### src/rtl/dcache_pkg.sv
// Shared encodings, controller states and width helpers for the write-back data cache.
package dcache_pkg;

    localparam logic [2:0] F3_B  = 3'b000;
    localparam logic [2:0] F3_H  = 3'b001;
    localparam logic [2:0] F3_W  = 3'b010;
    localparam logic [2:0] F3_BU = 3'b100;
    localparam logic [2:0] F3_HU = 3'b101;

    typedef enum logic [1:0] {
        IDLE      = 2'd0,
        WRITEBACK = 2'd1,
        FETCH     = 2'd2
    } state_t;

    function automatic int calc_off_w(input int words);
        return 2 + $clog2(words);
    endfunction

    function automatic int calc_idx_w(input int sets);
        return $clog2(sets);
    endfunction

    // Word-select width; a one-word line still needs a 1-bit select signal.
    function automatic int calc_widx_w(input int words);
        return (words > 1) ? $clog2(words) : 1;
    endfunction

endpackage

### src/rtl/dcache_align.sv
// Byte-lane steering for the cache: load extraction/extension, store merge and alignment check.
module dcache_align
    import dcache_pkg::*;
#(
    parameter int WORDS_PER_BLOCK = 4,
    parameter int OFF_W = calc_off_w(WORDS_PER_BLOCK),
    parameter int BLK_W = 32 * WORDS_PER_BLOCK
) (
    input  logic [2:0]       funct3,
    input  logic [OFF_W-1:0] offset,
    input  logic [BLK_W-1:0] line,
    input  logic [31:0]      writedata,
    output logic [31:0]      load_data,
    output logic [BLK_W-1:0] store_line,
    output logic             misaligned
);

    localparam int WIDX_W = calc_widx_w(WORDS_PER_BLOCK);

    logic [WIDX_W-1:0] word_idx;
    logic [31:0]       words [WORDS_PER_BLOCK];
    logic [31:0]       sel_word;
    logic [31:0]       store_word;
    logic [31:0]       lane_data;
    logic [3:0]        byte_en;
    logic [7:0]        sel_byte;
    logic [15:0]       sel_half;

    generate
        if (WORDS_PER_BLOCK == 1) begin : g_one_word
            assign word_idx = '0;
        end else begin : g_multi_word
            assign word_idx = offset[OFF_W-1:2];
        end

        // Only the addressed word is replaced; the rest of the line passes through.
        for (genvar gi = 0; gi < WORDS_PER_BLOCK; gi++) begin : g_words
            assign words[gi] = line[gi*32 +: 32];
            assign store_line[gi*32 +: 32] = (word_idx == WIDX_W'(gi)) ? store_word : words[gi];
        end

        for (genvar gi = 0; gi < 4; gi++) begin : g_lanes
            assign store_word[gi*8 +: 8] = byte_en[gi] ? lane_data[gi*8 +: 8] : sel_word[gi*8 +: 8];
        end
    endgenerate

    assign sel_word = words[word_idx];

    always_comb begin
        sel_byte = sel_word[7:0];
        case (offset[1:0])
            2'd1:    sel_byte = sel_word[15:8];
            2'd2:    sel_byte = sel_word[23:16];
            2'd3:    sel_byte = sel_word[31:24];
            default: sel_byte = sel_word[7:0];
        endcase
        sel_half = offset[1] ? sel_word[31:16] : sel_word[15:0];

        case (funct3)
            F3_B:    load_data = {{24{sel_byte[7]}}, sel_byte};
            F3_BU:   load_data = {24'h0, sel_byte};
            F3_H:    load_data = {{16{sel_half[15]}}, sel_half};
            F3_HU:   load_data = {16'h0, sel_half};
            default: load_data = sel_word;
        endcase
    end

    // Narrow stores replicate their data across lanes; byte_en picks the live ones.
    always_comb begin
        byte_en   = 4'b1111;
        lane_data = writedata;
        case (funct3)
            F3_B, F3_BU: begin
                byte_en   = 4'b0001 << offset[1:0];
                lane_data = {4{writedata[7:0]}};
            end
            F3_H, F3_HU: begin
                byte_en   = offset[1] ? 4'b1100 : 4'b0011;
                lane_data = {2{writedata[15:0]}};
            end
            default: begin
                byte_en   = 4'b1111;
                lane_data = writedata;
            end
        endcase
    end

    always_comb begin
        misaligned = 1'b0;
        case (funct3)
            F3_H, F3_HU: misaligned = offset[0];
            F3_W:        misaligned = |offset[1:0];
            default:     misaligned = 1'b0;
        endcase
    end

endmodule

### src/rtl/dcache_wb_param.sv
// Direct-mapped write-back, write-allocate data cache between the MEM stage and block memory.
module dcache_wb_param
    import dcache_pkg::*;
#(
    parameter int ADDR_W = 32,
    parameter int SETS = 8,
    parameter int WORDS_PER_BLOCK = 4,
    localparam int OFF_W = calc_off_w(WORDS_PER_BLOCK),
    localparam int IDX_W = calc_idx_w(SETS),
    localparam int TAG_W = ADDR_W - OFF_W - IDX_W,
    localparam int BLK_W = 32 * WORDS_PER_BLOCK
) (
    input  logic                    clock,
    input  logic                    reset,
    input  logic                    read,
    input  logic                    write,
    input  logic [ADDR_W-1:0]       address,
    input  logic [2:0]              funct3,
    input  logic [31:0]             writedata,
    output logic [31:0]             readdata,
    output logic                    busywait,
    output logic                    misaligned,
    output logic                    mem_read,
    output logic                    mem_write,
    output logic [ADDR_W-OFF_W-1:0] mem_address,
    output logic [BLK_W-1:0]        mem_writedata,
    input  logic [BLK_W-1:0]        mem_readdata,
    input  logic                    mem_busywait
);

    logic [OFF_W-1:0] offset;
    logic [IDX_W-1:0] index;
    logic [TAG_W-1:0] tag;

    state_t state_reg;
    state_t state_next;

    logic [SETS-1:0]  valid_reg;
    logic [SETS-1:0]  dirty_reg;
    logic [TAG_W-1:0] tag_mem  [SETS];
    logic [BLK_W-1:0] data_mem [SETS];

    logic [BLK_W-1:0] line;
    logic [TAG_W-1:0] line_tag;
    logic [BLK_W-1:0] store_line;
    logic [31:0]      load_data;
    logic             align_fault;
    logic             req;
    logic             access_ok;
    logic             hit;
    logic             wr_hit;
    logic             fetch_done;

    assign offset   = address[OFF_W-1:0];
    assign index    = address[OFF_W +: IDX_W];
    assign tag      = address[ADDR_W-1 -: TAG_W];

    assign line     = data_mem[index];
    assign line_tag = tag_mem[index];
    assign hit      = valid_reg[index] && (line_tag == tag);

    assign req       = read | write;
    assign access_ok = req && !align_fault;

    dcache_align #(
        .WORDS_PER_BLOCK(WORDS_PER_BLOCK)
    ) u_align (
        .funct3    (funct3),
        .offset    (offset),
        .line      (line),
        .writedata (writedata),
        .load_data (load_data),
        .store_line(store_line),
        .misaligned(align_fault)
    );

    // A simultaneous read and write is handled as a store.
    assign wr_hit     = !reset && (state_reg == IDLE) && access_ok && write && hit;
    assign fetch_done = (state_reg == FETCH) && !mem_busywait;

    assign misaligned = !reset && req && align_fault;
    assign busywait   = !reset && access_ok && ((state_reg != IDLE) || !hit);
    assign readdata   = (!reset && (state_reg == IDLE) && access_ok && !write && hit)
                        ? load_data : 32'h0;

    always_comb begin
        state_next    = state_reg;
        mem_read      = 1'b0;
        mem_write     = 1'b0;
        mem_address   = '0;
        mem_writedata = '0;
        case (state_reg)
            IDLE: begin
                if (access_ok && !hit) begin
                    state_next = (valid_reg[index] && dirty_reg[index]) ? WRITEBACK : FETCH;
                end
            end
            WRITEBACK: begin
                mem_write     = 1'b1;
                mem_address   = {line_tag, index};
                mem_writedata = line;
                if (!mem_busywait) begin
                    state_next = FETCH;
                end
            end
            FETCH: begin
                mem_read    = 1'b1;
                mem_address = {tag, index};
                if (!mem_busywait) begin
                    state_next = IDLE;
                end
            end
            default: state_next = IDLE;
        endcase
    end

    always_ff @(posedge clock) begin
        if (reset) begin
            state_reg <= IDLE;
            valid_reg <= '0;
            dirty_reg <= '0;
        end else begin
            state_reg <= state_next;
            if (wr_hit) begin
                dirty_reg[index] <= 1'b1;
            end
            if (fetch_done) begin
                valid_reg[index] <= 1'b1;
                dirty_reg[index] <= 1'b0;
            end
        end
    end

    // Line storage carries no reset; the valid bits alone decide what is meaningful.
    always_ff @(posedge clock) begin
        if (!reset) begin
            if (wr_hit) begin
                data_mem[index] <= store_line;
            end
            if (fetch_done) begin
                data_mem[index] <= mem_readdata;
                tag_mem[index]  <= tag;
            end
        end
    end

endmodule

### config.mk
export PLATFORM = sky130hd
export DESIGN_NAME = dcache_wb_param
export DESIGN_NICKNAME = d
export VERILOG_FILES = /design/src/rtl/dcache_pkg.sv /design/src/rtl/dcache_align.sv /design/src/rtl/dcache_wb_param.sv
export SDC_FILE = /design/constraint.sdc
export NUM_CORES = 2
export LEC_CHECK = 0
export CAP_MARGIN = 25
export CORE_ASPECT_RATIO = 0.75
export CORE_UTILIZATION = 35
export DETAILED_ROUTE_END_ITERATION = 12
export PLACE_DENSITY = 0.54
export SYNTH_ARGS = -nofsm -noshare
export SYNTH_HDL_FRONTEND = slang
export SYNTH_SLANG_ARGS = --single-unit
export TNS_END_PERCENT = 1
### constraint.sdc
create_clock -name clock -period 28.7 [get_ports clock]
set_input_delay 2.87 -clock clock [delete_from_list [all_inputs] [get_ports clock]]
set_output_delay 2.87 -clock clock [all_outputs]
set_load 0.05 [all_outputs]
==> flow_summary.yaml <==
power_and_ir_drop:
  powerDensity_nw_per_um2: 65.1
  peakVddDrop_v: 0.0000521
  cellLeakagePower_nw: 20.6
  power.total_mw: 4.14
synth:
  yosysTopAreaCell: "edfxtp_1"
  synth_enable_flop_cells: 1224
  synth.cell_area_um2: 53200
  postSynthCellCount: 3514
  synth_top_area_share_pct: 69.1
  synth_nets: 3717
  synth-seq-area-share_pct: 69.7
  async_reset_ff_share_pct: 0
  ys_seq_elements: 1242
  synth_cell_types: 80
  synth_ff_type: "edfxtp_1"
  postSynthAreaPerCell_um2: 15.1
  synthTopCellsByArea: "edfxtp_1 69%, mux4_2 3.4%, mux2i_1 3.4%"
  synth_commonest_cells: "1224 x edfxtp_1, 220 x a21oi_1, 214 x nor2_1, 183 x nand2_1, 182 x mux2i_1"
  ys_warn_count: 0
  yosysMostFrequentCell: "edfxtp_1"
timing:
  fin_crit_ns: 11.73
  max_slew.worst_pin.slew_ns: 1.39
  relSlewSlack_pct: 7.26
  rsz0062_at_grt: "no"
  finalCritPeriodShare_pct: 40.9
  setup_violations: 0
  skew_ns: 0.0348
  fmax_mhz: 85.2
  hold_violations: 0
  drv_slew: 0
  fin_tns_setup_ns: 0
clocking:
  cts_resized: 0
  cts_root_buffer: "clkbuf_16"
  cts_sinks: 1242
  cts_tree: "done"
  htreeDepth: 4
  path_clk_slew_ns: 0.06
  cts_buffers: 130
  post_cts.repair.setup_buffers: 0
  cts_hold_buf: 0
  cts_buffer_depth: 3
  clock_latency_ns: 0.79
worst_setup_path:
  crit_arrival_ns: 8.86
  r2r_cells: 11
  r2r_slack_ns: 22.06
  reg2reg_to: "data_mem[0][120]"
  slowest_stage: "clkdlybuf4s50_1"
  path_buf_inv: 5
  cp_top_family: "buffers and inverters"
  cpPeakStageDelay_ns: 0.92
  critPathLaunchType: "primary input"
  end_kind: "output port"
  crit_top_cell: "buf_4"
  critical_path_required_ns: 25.83
  path_cells: "buf_8, buf_4, buf_4, nand2_2, o22ai_1, nor3_1, or2_0, or4_1, nor4_2, nand4_2, buf_4, a211oi_1, clkdlybuf4s50_1"
  crit_type: "in -> out"
  r2r-start: "tag_mem[5][7]"
  cp_max_fo: 61
floorplan:
  core_area_um2: 151000
  core.rowCount: 123
  dieArea_um2: 154000
  die_h_um: 340
  start_util_pct: 35.4
  io_pins: 392
  die_w_um: 452
placement:
  dp_hpwl_mm: 125
  gp_congestion: 0.883
  portBuffers: 391
global_route:
  grt_overflow: 0
  grt_pass1_vias: 33500
  grt_first_pass_wirelength_mm: 274
  antenna_found_initial: 10
  grt_use_total_pct: 25.4
  grt_max_degree: 129
worst_hold_path:
  min-delay-start: "valid_reg[7]"
  worst_hold_path.endpoint: "valid_reg[7]"
  hold_depth: 2
  min_path_type: "reg -> reg"
routing:
  viasPerCell: 5.89
  ant_nets: 0
  wl_per_cell_um: 33.1
  drt_first_pass_iters: 6
  drc_errors: 0
  routed_wl_mm: 199
  via_count: 35300
  drt-initial-drc-count: 4337
finish:
  nFillCells: 13700
  drive_above_1_share_pct: 13.4
  num-nets-final: 4094
  top_register: "data_mem"
  top_regs: "data_mem (1024), tag_mem (200)"
  largest_reg_flops: 1024
  syn_to_final_growth_pct: 19.6
job:
  drv_cap: 0
status:
  outcome: "completed"
-- worst reg2reg max path, cell delays in order (launching register included) --
cell	delay (ns)
edfxtp_1	0.36
mux4_2	0.47
mux2i_1	0.57
or2_2	0.24
and4b_1	0.19
nand4b_1	0.11
nor4_1	0.64
nand3_1	0.87
a21oi_4	0.38
buf_4	0.59
buf_4	0.93
buf_4	0.86
-- how the worst max path moves through the flow --
stage | from | endpoint | slack (ns) | cells after the start
after floorplan | address[5] | data_mem[4][0] | 16.90 | 11
after global placement | address[4] | readdata[7] | 17.02 | 13
after detailed placement | address[4] | readdata[7] | 17.01 | 13
after CTS | address[4] | readdata[7] | 17.01 | 13
after global routing | address[4] | readdata[7] | 16.78 | 13
final | address[4] | readdata[7] | 16.97 | 13
-- metal layers --
layer  wire, µm  track usage (%)  share of wire, %
met1      81300             34.6                41
met2      89800             38.5                45
met3      15500             4.13               7.8
met4      12000             14.3               6.1
met5          0                0                 0
-- cell usage in the layout, fill, tap and decap left out, types with 20 or more instances in the layout --
cell type	instances
edfxtp_1	1224
clkdlybuf4s50_1	387
a21oi_1	211
nor2_1	201
nand2_1	183
mux2i_1	182
a22oi_1	139
clkbuf_16	131
o21ai_0	123
a221oi_1	111
buf_4	99
mux2_2	98
nor2b_1	98
mux4_2	81
and2_1	64
a22o_1	52
a21o_1	38
clkinv_1	32
a221o_1	31
clkbuf_1	30
o22ai_1	29
o2bb2ai_1	27
nor3_1	27
a21boi_0	23
a222oi_1	21
nand2b_1	20
-- through the flow --
step | cells | util [%] | cell area, µm² | setup slack, ns | hold WS, ns
2_1_floorplan | 3514 | - | 53200 | 16.90 | 0.431
3_3_place_gp | 5756 | 39.5 | 59500 | 17.02 | 0.445
3_5_place_dp | 5759 | 39.6 | 59600 | 17.01 | 0.456
4_1_cts | 5989 | 42.3 | 63600 | 17.01 | 0.472
5_1_grt | 5992 | 42.3 | 63600 | 16.78 | 0.492
6_report | 5994 | 42.3 | 63600 | 16.97 | 0.473
-- cells by family after synthesis --
kind of cell               count (synthesis)  share of synthesized area [%]
DFF                                     1242                           69.7
AOI/OAI and AO/OA                        918                           12.1
and+or+nand+nor                          697                           6.43
muxes                                    363                           8.97
buffers and inverters                    279                           2.50
xor gates and xnor gates                  12                          0.197
adders and majority gates                  3                         0.0705
-- power breakdown --
| part | total [mW] | internal [mW] | switching, mW |
|---|---|---|---|
| registers | 2.06 | 2.05 | 0.00296 |
| logic | 0.431 | 0.129 | 0.302 |
| clock network | 1.66 | 0.922 | 0.734 |
| total | 4.14 | 3.10 | 1.04 |
-- cell type report --
class,count,area (µm²),share of cell area [%]
antenna,5,12.5,0.0197
clock buffer,161,3390,5.33
timing repair buffer,499,4840,7.60
multi-input combinational,1993,15000,23.6
sequential,1242,37100,58.3
clock inverter,69,682,1.07
inverter,25,97.6,0.153
tap,2000,2500,3.93
Power figures use the tool's default switching activity.
==> edit (config.mk and constraints unchanged) <==
Change the parameter `SETS` from 8 to 16.
--- a/src/rtl/dcache_wb_param.sv
+++ b/src/rtl/dcache_wb_param.sv
@@ -3,7 +3,7 @@
     import dcache_pkg::*;
 #(
     parameter int ADDR_W = 32,
-    parameter int SETS = 8,
+    parameter int SETS = 16,
     parameter int WORDS_PER_BLOCK = 4,
     localparam int OFF_W = calc_off_w(WORDS_PER_BLOCK),
     localparam int IDX_W = calc_idx_w(SETS),
Function: not settled (the Yosys comparison gave no result); the edit may change what the design does.
==> edit against the unedited design <==
  * Area after synthesis grew 90%
  * Sequential cell count grew 1224
  * Sequential share of layout area is 4.1 points higher
  * Sequential power is 98% higher
  * Total power grew 89%
  * Critical path depth grew 1
  * Routed wire length rose by 65%
  * Largest cell class unchanged
  * Design area is 85% higher
  * Worst setup slack got worse by 1900 ps
  * Die area is 89% higher
  * Clock power increased by 86%
  * Non-clock buffer count rose by 142
  * Final cell count up 63%
==> edit: results (changes against the unedited design) <==
| Metric | Value |
|---|---|
| Largest cells by area after synthesis | `edfxtp_1 (72%), mux4_2 (15%), mux2i_1 (2.0%)` |
| Post-detailed-placement half-perimeter wirelength | `193000 um (+54%)` |
| Path depth of the worst reg2reg path | `12 (+1)` |
| Placeable Area | `0.287 mm2 (+90%)` |
| Transition at the pin with the smallest max-transition slack | `1250 ps (-143 ps)` |
| Result of the run | `finished, final reports clean` |
| Hold path depth | `1 (-1)` |
| Deepest clock path buffer count | `4 (+1)` |
| Total wire length after detailed routing | `327000 um (+65%)` |
| Sequential fraction of the synthesis area | `73.0% (+3.3 points)` |
| Max stage delay cell, worst path | `buf_4` |
| Gp weighted congestion | `0.875 (-0.99%)` |
| Length of the first detailed-routing pass in iterations | `7 (+1)` |
| Distinct cell type count of the synthesized netlist | `77 (-3.8%)` |
| Number of filler instances in the final layout | `25.2k (+84%)` |
| Maximum single-stage delay on the critical path | `840 ps (-80 ps)` |
| Source-to-sink clock delay at the later pin of the worst-skew pair | `950 ps (+160 ps)` |
| Max Fanout on Critical Path | `90 (+48%)` |
| Worst hold margin | `458 ps (-14.9 ps)` |
| DRT iter0 DRCs | `6187 (+43%)` |
| Number of antenna violations at the first check in global routing | `53 (+43)` |
| Final setup skew | `118 ps (+83.6 ps)` |
| CTS Buf Count | `246 (+89%)` |
| Routed vias | `55.4k (+57%)` |
| Aggregate global-route resource usage | `22.1% (-3.3 points)` |
| Number of flops mapped to enable cells by yosys | `2432 (+99%)` |
| Crit path time final | `13630 ps (+1900 ps)` |
| Post-Synthesis Net Count | `5386 (+45%)` |
## edit: changes by cell type after synthesis, sizes merged, moves of 30 or more
cell | unedited run | this run
edfxtp | 1224 | 2432
a22oi | 140 | 87
a221oi | 111 | 19
mux2 | 100 | 45
mux4 | 81 | 668
nand2 | 184 | 313
clkbuf | 121 | 168
a22o | 52 | 18
nor2b | 105 | 31
a221o | 31 | 1
and2 | 66 | 111
## edit: report_power, final
group | leakage (uW) | switching (uW) | internal (uW)
Combinational | 0.0112 | 457 | 226
Sequential | 0.0222 | 2.91 | 4070
Clock | 0.00368 | 1360 | 1730
## edit: cell families after synthesis
kind of cell / after synthesis / share of synthesized area [%]
AO/OA/AOI/OAI: 640 / 4.06
XOR/XNOR: 28 / 0.243
adder cells (fa/ha/maj): 3 / 0.0372
buffers and inverters: 345 / 1.68
flip-flops: 2466 / 73.0
multiplexers: 918 / 17.4
AND/OR/NAND/NOR: 783 / 3.49
## edit: through the flow
| step | cell area, um2 | total power (uW) |
|---|---|---|
| 2_1_floorplan | 101000 | 4520 |
| 3_3_place_gp | 110000 | 4800 |
| 3_5_place_dp | 110000 | 4810 |
| 4_1_cts | 118000 | 7880 |
| 5_1_grt | 118000 | 8050 |
| 6_report | 118000 | 7840 |
## edit: area by class of cell
cell class	count	area [um2]	area share (%)
clock buffer	308	6450	5.47
timing repair buffer	641	6010	5.09
antenna	37	92.6	0.0784
clock inverter	125	1070	0.910
inverter	19	80.1	0.0678
multi-input combinational	2372	25900	21.9
sequential	2466	73700	62.5
tap	3784	4730	4.01
## edit: critical path: cells and delay by family
kind                   cells  cell delay [ps]
AO/OA/AOI/OAI              3              770
buffers and inverters      7             5190
multiplexers               2              480
AND/OR/NAND/NOR            2             1000
## edit: worst paths after layout
| kind | start | end |
|---|---|---|
| max | address[4] | readdata[6] |
| min | valid_reg[8] | valid_reg[8] |
| max reg2reg | tag_mem[7][7] | data_mem[6][25] |
| min reg2reg | valid_reg[8] | valid_reg[8] |
## edit: per-layer routing
| metal | GRT usage, % | vias up | wire, um |
|---|---|---|---|
| met5 | 0 | - | 13 |
| met4 | 10.5 | 2 | 16700 |
| li1 | - | 22472 | - |
| met1 | 29.7 | 29948 | 134000 |
| met3 | 3.16 | 546 | 20700 |
| met2 | 35.6 | 2444 | 156000 |
